--- src/rtl/hwloop_ctrl.sv ---
// hwloop_ctrl -- hardware-loop controller for the OR10N ID stage.
//
// Compares the PC in ID against the armed loop end addresses, decides whether fetch must jump back
// to a loop start, and issues per-loop counter-decrement requests to the hwloop register file.
// Nested loops that share an end address are resolved innermost-first (index 0 is innermost).
// An EX-stage write to a loop set that is hitting in the same cycle raises a one-cycle stall; the
// following cycle re-evaluates against the updated registers.
//
// Optional feature: define HWLOOP_PERF_EN to build a saturating 32-bit counter of taken loop
// jumps. Without it hwloop_taken_cnt_o is tied to zero and no flops are built.
//
// Ports:
//   clk                  clock, rising edge
//   rst                  asynchronous active-high reset
//   current_pc_i         PC of the instruction in ID
//   instr_valid_i        ID holds a valid instruction
//   stall_id_i           ID stage stalled; finishing loops are not disarmed while set
//   flush_i              instruction in ID is being killed
//   hwloop_start_addr_i  loop start addresses, one per loop set
//   hwloop_end_addr_i    loop end addresses, one per loop set
//   hwloop_counter_i     current loop counters, one per loop set
//   hwloop_we_i          EX-stage write enables: [0] start, [1] end, [2] counter
//   hwloop_regid_i       loop set being written
//   hwloop_cnt_data_i    counter value being written
//   hwloop_jump_o        fetch must redirect to hwloop_targ_addr_o
//   hwloop_targ_addr_o   jump target (0 when no jump)
//   hwloop_dec_cnt_o     decrement request per loop set
//   hwloop_stall_o       write/decrement collision stall request
//   hwloop_taken_cnt_o   number of taken loop jumps (0 unless HWLOOP_PERF_EN)
module hwloop_ctrl #(
  parameter int unsigned N_LOOPS = 4
) (
  input  logic                     clk,
  input  logic                     rst,
  input  logic [31:0]              current_pc_i,
  input  logic                     instr_valid_i,
  input  logic                     stall_id_i,
  input  logic                     flush_i,
  input  logic [N_LOOPS-1:0][31:0] hwloop_start_addr_i,
  input  logic [N_LOOPS-1:0][31:0] hwloop_end_addr_i,
  input  logic [N_LOOPS-1:0][31:0] hwloop_counter_i,
  input  logic [2:0]               hwloop_we_i,
  input  logic [1:0]               hwloop_regid_i,
  input  logic [31:0]              hwloop_cnt_data_i,
  output logic                     hwloop_jump_o,
  output logic [31:0]              hwloop_targ_addr_o,
  output logic [N_LOOPS-1:0]       hwloop_dec_cnt_o,
  output logic                     hwloop_stall_o,
  output logic [31:0]              hwloop_taken_cnt_o
);

  typedef enum logic [0:0] {StIdle, StRecheck} state_e;

  state_e state_q;

  logic [N_LOOPS-1:0] active_q, active_d;
  logic [N_LOOPS-1:0] hit;
  logic [N_LOOPS-1:0] cnt_ge2;
  logic [N_LOOPS-1:0] cnt_nz;
  logic [N_LOOPS-1:0] upto_sel;
  logic [N_LOOPS-1:0] regid_oh;
  logic               sel_found;
  logic [31:0]        sel_targ;
  logic               collision;

  // Per-loop hit and counter classification. flush_i masks every hit, which in turn zeroes jump,
  // dec and stall for the cycle.
  always_comb begin
    hit     = '0;
    cnt_ge2 = '0;
    cnt_nz  = '0;
    for (int i = 0; i < N_LOOPS; i++) begin
      hit[i]     = active_q[i] & instr_valid_i & ~flush_i &
                   (current_pc_i == hwloop_end_addr_i[i]);
      cnt_ge2[i] = hwloop_counter_i[i] >= 32'd2;
      cnt_nz[i]  = hwloop_counter_i[i] != 32'd0;
    end
  end

  // Innermost hitting loop with iterations left wins. upto_sel marks every index up to and
  // including the winner (all ones if nothing wins), so inner loops finishing on the same end
  // address are decremented alongside it.
  always_comb begin
    sel_found = 1'b0;
    sel_targ  = '0;
    upto_sel  = '0;
    for (int i = 0; i < N_LOOPS; i++) begin
      if (!sel_found) begin
        upto_sel[i] = 1'b1;
        if (hit[i] && cnt_ge2[i]) begin
          sel_found = 1'b1;
          sel_targ  = hwloop_start_addr_i[i];
        end
      end
    end
  end

  // A regid beyond N_LOOPS decodes to nothing, so it can neither collide nor arm.
  always_comb begin
    regid_oh = '0;
    for (int i = 0; i < N_LOOPS; i++) begin
      if (hwloop_regid_i == 2'(i)) begin
        regid_oh[i] = 1'b1;
      end
    end
  end

  assign collision = (|hwloop_we_i) & (|(hit & regid_oh));

  assign hwloop_stall_o     = collision;
  assign hwloop_jump_o      = sel_found & ~collision;
  assign hwloop_targ_addr_o = hwloop_jump_o ? sel_targ : 32'd0;
  // A hit with counter 0 is a spent loop: no decrement, just disarm.
  assign hwloop_dec_cnt_o   = collision ? '0 : (hit & cnt_nz & upto_sel);

  always_comb begin
    active_d = active_q;
    // Loops on their last (or a spent) iteration disarm once the instruction leaves ID.
    if (!stall_id_i && !collision) begin
      active_d = active_q & ~(hit & ~cnt_ge2);
    end
    // A counter write overrides any same-cycle disarm of that loop.
    if (hwloop_we_i[2]) begin
      active_d = (active_d & ~regid_oh) |
                 (regid_oh & {N_LOOPS{hwloop_cnt_data_i != 32'd0}});
    end
  end

  always_ff @(posedge clk or posedge rst) begin
    if (rst) begin
      state_q  <= StIdle;
      active_q <= '0;
    end else begin
      active_q <= active_d;
      unique case (state_q)
        StIdle: begin
          if (collision) begin
            state_q <= StRecheck;
          end
        end
        StRecheck: begin
          // Re-evaluated against the updated registers; a repeat collision keeps us here.
          if (flush_i || !collision) begin
            state_q <= StIdle;
          end
        end
        default: state_q <= StIdle;
      endcase
    end
  end

`ifdef HWLOOP_PERF_EN
  logic [31:0] taken_q;

  always_ff @(posedge clk or posedge rst) begin
    if (rst) begin
      taken_q <= '0;
    end else if (hwloop_jump_o && !stall_id_i && (taken_q != 32'hFFFF_FFFF)) begin
      taken_q <= taken_q + 32'd1;
    end
  end

  assign hwloop_taken_cnt_o = taken_q;
`else
  assign hwloop_taken_cnt_o = 32'd0;
`endif

endmodule
--- config.mk ---
export PLATFORM = sky130hd
export DESIGN_NAME = hwloop_ctrl
export DESIGN_NICKNAME = d
export VERILOG_FILES = /design/src/rtl/hwloop_ctrl.sv
export SDC_FILE = /design/constraint.sdc
export NUM_CORES = 1
export LEC_CHECK = 0
export CAP_MARGIN = 30
export CORE_AREA = 3 3 205 207
export DETAILED_ROUTE_END_ITERATION = 8
export DIE_AREA = 0 0 208 210
export PLACE_DENSITY = 0.39
export SKIP_CTS_REPAIR_TIMING = 1
export SYNTH_ARGS = -nofsm -noshare
export SYNTH_HDL_FRONTEND = slang
export SYNTH_SLANG_ARGS = --single-unit
--- constraint.sdc ---
create_clock -name clk -period 5.36 [get_ports clk]
set_clock_uncertainty 0.1 [all_clocks]
set_input_delay 1.608 -clock clk [delete_from_list [all_inputs] [get_ports clk]]
set_output_delay 1.608 -clock clk [all_outputs]
set_load 0.01 [all_outputs]
Word-level counts from Yosys, hierarchy flattened:

Index checks and enable logic that the tools add are counted.

* register bits: 4
* input port bits: 458
* output and inout bits: 70
* logic and storage cells: 79

* order comparisons: 4
* equality and inequality tests: 7
* mux-type cells: 25
* bitwise operators: 27
* reduce and logical (&&, ||, !) cells: 15

Operators with widths (count)
* $mux W32: 8
* $reduce_bool A32 Y1: 5
* $eq A32 B32 Y1: 4
* $ge A32 B2 Y1 const B: 4
* $and A4 B4 Y4: 7
* $and A1 B1 Y1: 14
* $mux W1: 14
* $mux W4: 3
* $not A4 Y4: 3
* $logic_and A1 B1 Y1: 5
* $eq A2 B2 Y1 const B: 2
* $or A4 B4 Y4: 1
* $reduce_or A4 Y1: 1
* $reduce_or A3 Y1: 1
* $eq A2 B1 Y1 const B: 1
* $logic_not A1 Y1: 2
* $logic_not A2 Y1: 1
* $not A1 Y1: 2

Depth between registers and ports, before layout:

Gate-level depths: netlist of run 1.

* depth after elaboration: 12
* depth in mapped cells: 10
* mapped depth without buffers: 7

Worst setup path after synthesis of run 1:

No wires, ideal clock.

* path type: input -> output
* start point: input port flush_i
* end point: output port hwloop_targ_addr_o[13]
* arrival: 3.753 ns
* required time: 3.652 ns
* path slack: -0.101 ns
* stages on the path: 8
* buffers on the path: 1
* cells stage by stage: and2b_2 > nand3_1 > or4_4 > or4_1 > buf_6 > mux2i_1 > a221o_1 > a21boi_1

* word-level cells in the longest chain between the ends: 12
* elaborated cells on any way between the ends: 33
* classes of those cells: 15 x mux; 13 x bitwise; 5 x reduce/logical

Ends and longest elaborated chain
* from (decl): RTL line 38 `input logic flush_i,`
* $not A1 Y1 (*): RTL line 73 `hit[i] = active_q[i] & instr_valid_i & ~flush_i &`
* $and A1 B1 Y1 (2 in a row): RTL line 73
* $logic_and A1 B1 Y1: RTL line 90 `if (hit[i] && cnt_ge2[i]) begin`
* $mux W32 (2 in a row): RTL line 90
* $mux W32: RTL line 88 `if (!sel_found) begin`
* $mux W32: RTL line 90
* $mux W32: RTL line 88
* $mux W32: RTL line 90
* $mux W32: RTL line 88
* $mux W32 (*): RTL line 112 `assign hwloop_targ_addr_o = hwloop_jump_o ? sel_targ : 32'd0;`
* to (decl): RTL line 46 `output logic [31:0] hwloop_targ_addr_o,`

Every way passes the cells marked *; elsewhere a longest branch is shown, timed or not.

Worst setup path after layout of run 1:

* start point: input port current_pc_i[23]
* end point: output port hwloop_targ_addr_o[0]

* word-level cells in the longest chain between the ends: 11
* elaborated cells on any way between the ends: 32
* classes of those cells: 4 x eq/ne; 15 x mux; 8 x bitwise; 5 x reduce/logical

Ends and longest elaborated chain
* from (decl): RTL line 35 `input logic [31:0] current_pc_i,`
* $eq A32 B32 Y1: RTL line 74 `(current_pc_i == hwloop_end_addr_i[i]);`
* $and A1 B1 Y1: RTL line 73
* $logic_and A1 B1 Y1: RTL line 90
* $mux W32 (2 in a row): RTL line 90
* $mux W32: RTL line 88
* $mux W32: RTL line 90
* $mux W32: RTL line 88
* $mux W32: RTL line 90
* $mux W32: RTL line 88
* $mux W32 (*): RTL line 112

Marked as above.

==> metrics.cfg, run 1 <==
[outcome]
outcome=finished, violations left
violations=negative setup slack

[global_route]
grt_max_degree=34
grt_remaining_overflow=0
gr-usage-met3=0.0377
grtUsageMet2=0.252
track_usage=0.132
busiest_layer=met2
gr-usage-met1=0.141
grt_pass1_wl_um=43600
grt_pass1_vias=6716
antenna_found_initial=10

[synthesis]
synth_top_family_by_area=simple AND/OR/NAND/NOR gates
yosys_register_bits=4
synth_edf_count=0
yosys.area.top_type=xnor2_1
netlist_area_um2=3810
yosys-top-cells-count=65 x xnor2_1, 63 x xor2_1, 60 x nor4_1
synth_top_area_frac=0.150
synth_flop_cell=dfrtp_1
async_flop_share=1.00
synth.area.top_cells=xnor2_1 15%, xor2_1 14%, nor4_1 9.9%
syn_avg_cell_area_um2=7.28
yosys_warnings=0
yosysSeqAreaShare=0.0263
yosys.area_share.adder=0
synthMostInstantiatedCell=xnor2_1
muxShareOfSynthArea=0.0105
synth_compound_area_frac=0.228
netlist-cell-type-count=47
yosys.area_share.xor_xnor=0.294
yosys.area_share.simple=0.332
syn_inst=523

[critical_path]
start_kind=input pin
cpMostUsedCell=buf_4
timing.rr.start=active_q[0]
path_max_fanout=8
crit_start=current_pc_i[23]
critPathRequiredTime_ns=3.65
rr_endpoint=active_q[0]
max_stage_delay_ns=0.53
worstSetupEndpointType=output port
r2r_setup_slack_ns=2.98
crit_type=in2out
worstPathCellList=buf_8, buf_6, xor2_1, nor4_1, buf_4, nand4_1, buf_4, or4_4, a211oi_4, buf_4, a311oi_4, buf_6, clkbuf_16, a21boi_2, buf_2
crit_slowest_cell=or4_4
worstRegToRegCells=6
cp.arrival_ns=4.36

[floorplan]
rows=74
dieArea_um2=43700
fp.dieW_um=208
die_h_um=210
ios=528
core_area_um2=40600
initial_utilization=0.0939

[placement]
placed_area_um2=10300
port_buffers=495
post-place-ws_ns=-1.72
place.detailed.hpwl_um=27800
place_congestion=0.880

[sta]
whs_ns=0.451
setup_viol=38
hold_violations=0
rsz0062_at_grt=true
fin_tns_setup_ns=-23.85
final_max_slew_viol_count=0
min_period_ns=6.07
setup_slack_ns=-0.710
fin_crit_sh=1.13
clock.fmax_mhz=165

[worst_hold_path]
worstHoldPathType=reg2reg
hold_path_startpoint=active_q[3]
worstHoldPathCells=2
hold_end=active_q[3]

[routing]
wl_um=32600
drc_errors=0
via_per_inst=3.77
routedWlPerCell_um=19.4
drt-initial-drc-count=235
vias=6347
ant_nets=0
dr.pass1.iters=4

[pwr]
p_seq_frac=0.053
power.total_mw=0.730
p_int_mw=0.519
p_per_area_nw_per_um2=63.8
irDropWorstVdd_mv=0.0390
p_leak_nw=4.83
sw_frac_of_total=0.290
p_clk_frac=0.157
switchingPower_mw=0.212
combinationalPowerShare=0.790

[clock_tree]
cts_tree=done
clk_pin_slew_ns=0.03
cts_buffers=3
root_buffer=clkbuf_16
clkLatencyLatePin_ns=0.22
cts_buffer_depth=2
cts_htree_levels=1
cts_sinks=4

[finish]
largest_register_ffs=4
layout.nets=1606
fill_cells=4429
area_growth_pct=201
layout-drive-gt1-share=0.279
finalInstanceArea_um2=11400
reg.largest.list=active_q: 4 flops
top_register=active_q

[run]
drv_cap=0

## cell usage in the layout, fill, tap and decap left out, types with 5 or more instances in the layout
master           Yosys  final
a21boi_2             0     10
a21boi_4             9     20
a21oi_1             28     28
buf_12               0     13
buf_2               13      7
buf_4               33    112
buf_6                4     42
clkbuf_16            0      8
clkbuf_2             0     21
clkdlybuf4s50_1      0    351
conb_1               1     32
dlymetal6s2s_1       0     93
nand2_1             39     27
nand2_2              0     10
nand3_1             44     41
nand4_1             25     25
nor2_1              12     10
nor3_1              13     11
nor4_1              60     38
nor4_2               3     20
nor4_4               0      5
o2bb2ai_1           26     23
or4_4                3      6
xnor2_1             65     50
xnor2_2              0     15
xor2_1              63     55
xor2_2               0      8
## power by group through the flow
stage	registers, mW	logic, mW	clock network (mW)
final	0.0387	0.577	0.115
after global routing	0.0395	0.618	0.120
after CTS	0.0387	0.565	0.116
after detailed placement	0.0389	0.562	0
after global placement	0.0389	0.561	0
after floorplan	0.0373	0.126	0
## worst max-delay path by stage
stage	slack (ns)	endpoint	cells past startpoint
3_5_place_dp	-1.72	hwloop_targ_addr_o[16]	13
5_1_grt	-0.80	hwloop_targ_addr_o[16]	13
2_1_floorplan	-0.02	hwloop_targ_addr_o[12]	8
6_report	-0.71	hwloop_targ_addr_o[0]	15
4_1_cts	-1.72	hwloop_targ_addr_o[16]	13
3_3_place_gp	-1.70	hwloop_targ_addr_o[16]	13
## per-layer routing
metal	vias to the layer above	routed length [µm]
li1	3142	-
met1	2855	12100
met2	301	17100
met3	39	2410
met4	10	996
met5	-	63
## cell type report
class                   count  area [µm²]  area share
diodes                      4        10.0    0.000874
clock buffers               3        75.1     0.00656
inverters                   4        15.0     0.00131
multi-input cells         489        4040       0.353
flip-flops and latches      4         100     0.00874
well taps                 532         666      0.0581
repair buffers            646        6550       0.572
## cell families (layout without fill, tap and decap cells)
family,count (synthesis),in the layout
muxes,4,4
buffers and inverters,61,653
other,1,36
AOI/OAI and AO/OA,103,103
and+or+nand+nor,222,222
DFF,4,4
xor gates and xnor gates,128,128
## critical path: cells and delay by family
family          cells  cell delay (ns)
buf+inv             8             1.21
simple gates        3             0.93
compound gates      3             0.46
xor+xnor            1             0.15
## metrics by stage
step | instances | util
2_1_floorplan | 554 | -
3_3_place_gp | 1645 | 0.255
3_5_place_dp | 1645 | 0.255
4_1_cts | 1648 | 0.257
5_1_grt | 1681 | 0.282
6_report | 1682 | 0.282
No activity file was read; power rests on OpenSTA's default activity.
==> run 2, diff against run 1 <==
--- a/config.mk
+++ b/config.mk
@@ -9,6 +9,7 @@
 export CORE_AREA = 3 3 205 207
 export DETAILED_ROUTE_END_ITERATION = 8
 export DIE_AREA = 0 0 208 210
+export HOLD_SLACK_MARGIN = 0.08
 export PLACE_DENSITY = 0.39
 export SKIP_CTS_REPAIR_TIMING = 1
 export SYNTH_ARGS = -nofsm -noshare
==> results of run 2 <==
No change in the layout: final DEF, timing and power equal those of run 1.
==> run 3, diff against run 2 <==
--- a/config.mk
+++ b/config.mk
@@ -5,7 +5,6 @@
 export SDC_FILE = /design/constraint.sdc
 export NUM_CORES = 1
 export LEC_CHECK = 0
-export CAP_MARGIN = 30
 export CORE_AREA = 3 3 205 207
 export DETAILED_ROUTE_END_ITERATION = 8
 export DIE_AREA = 0 0 208 210
==> results of run 3 <==
No change in the layout: final DEF, timing and power equal those of run 1.
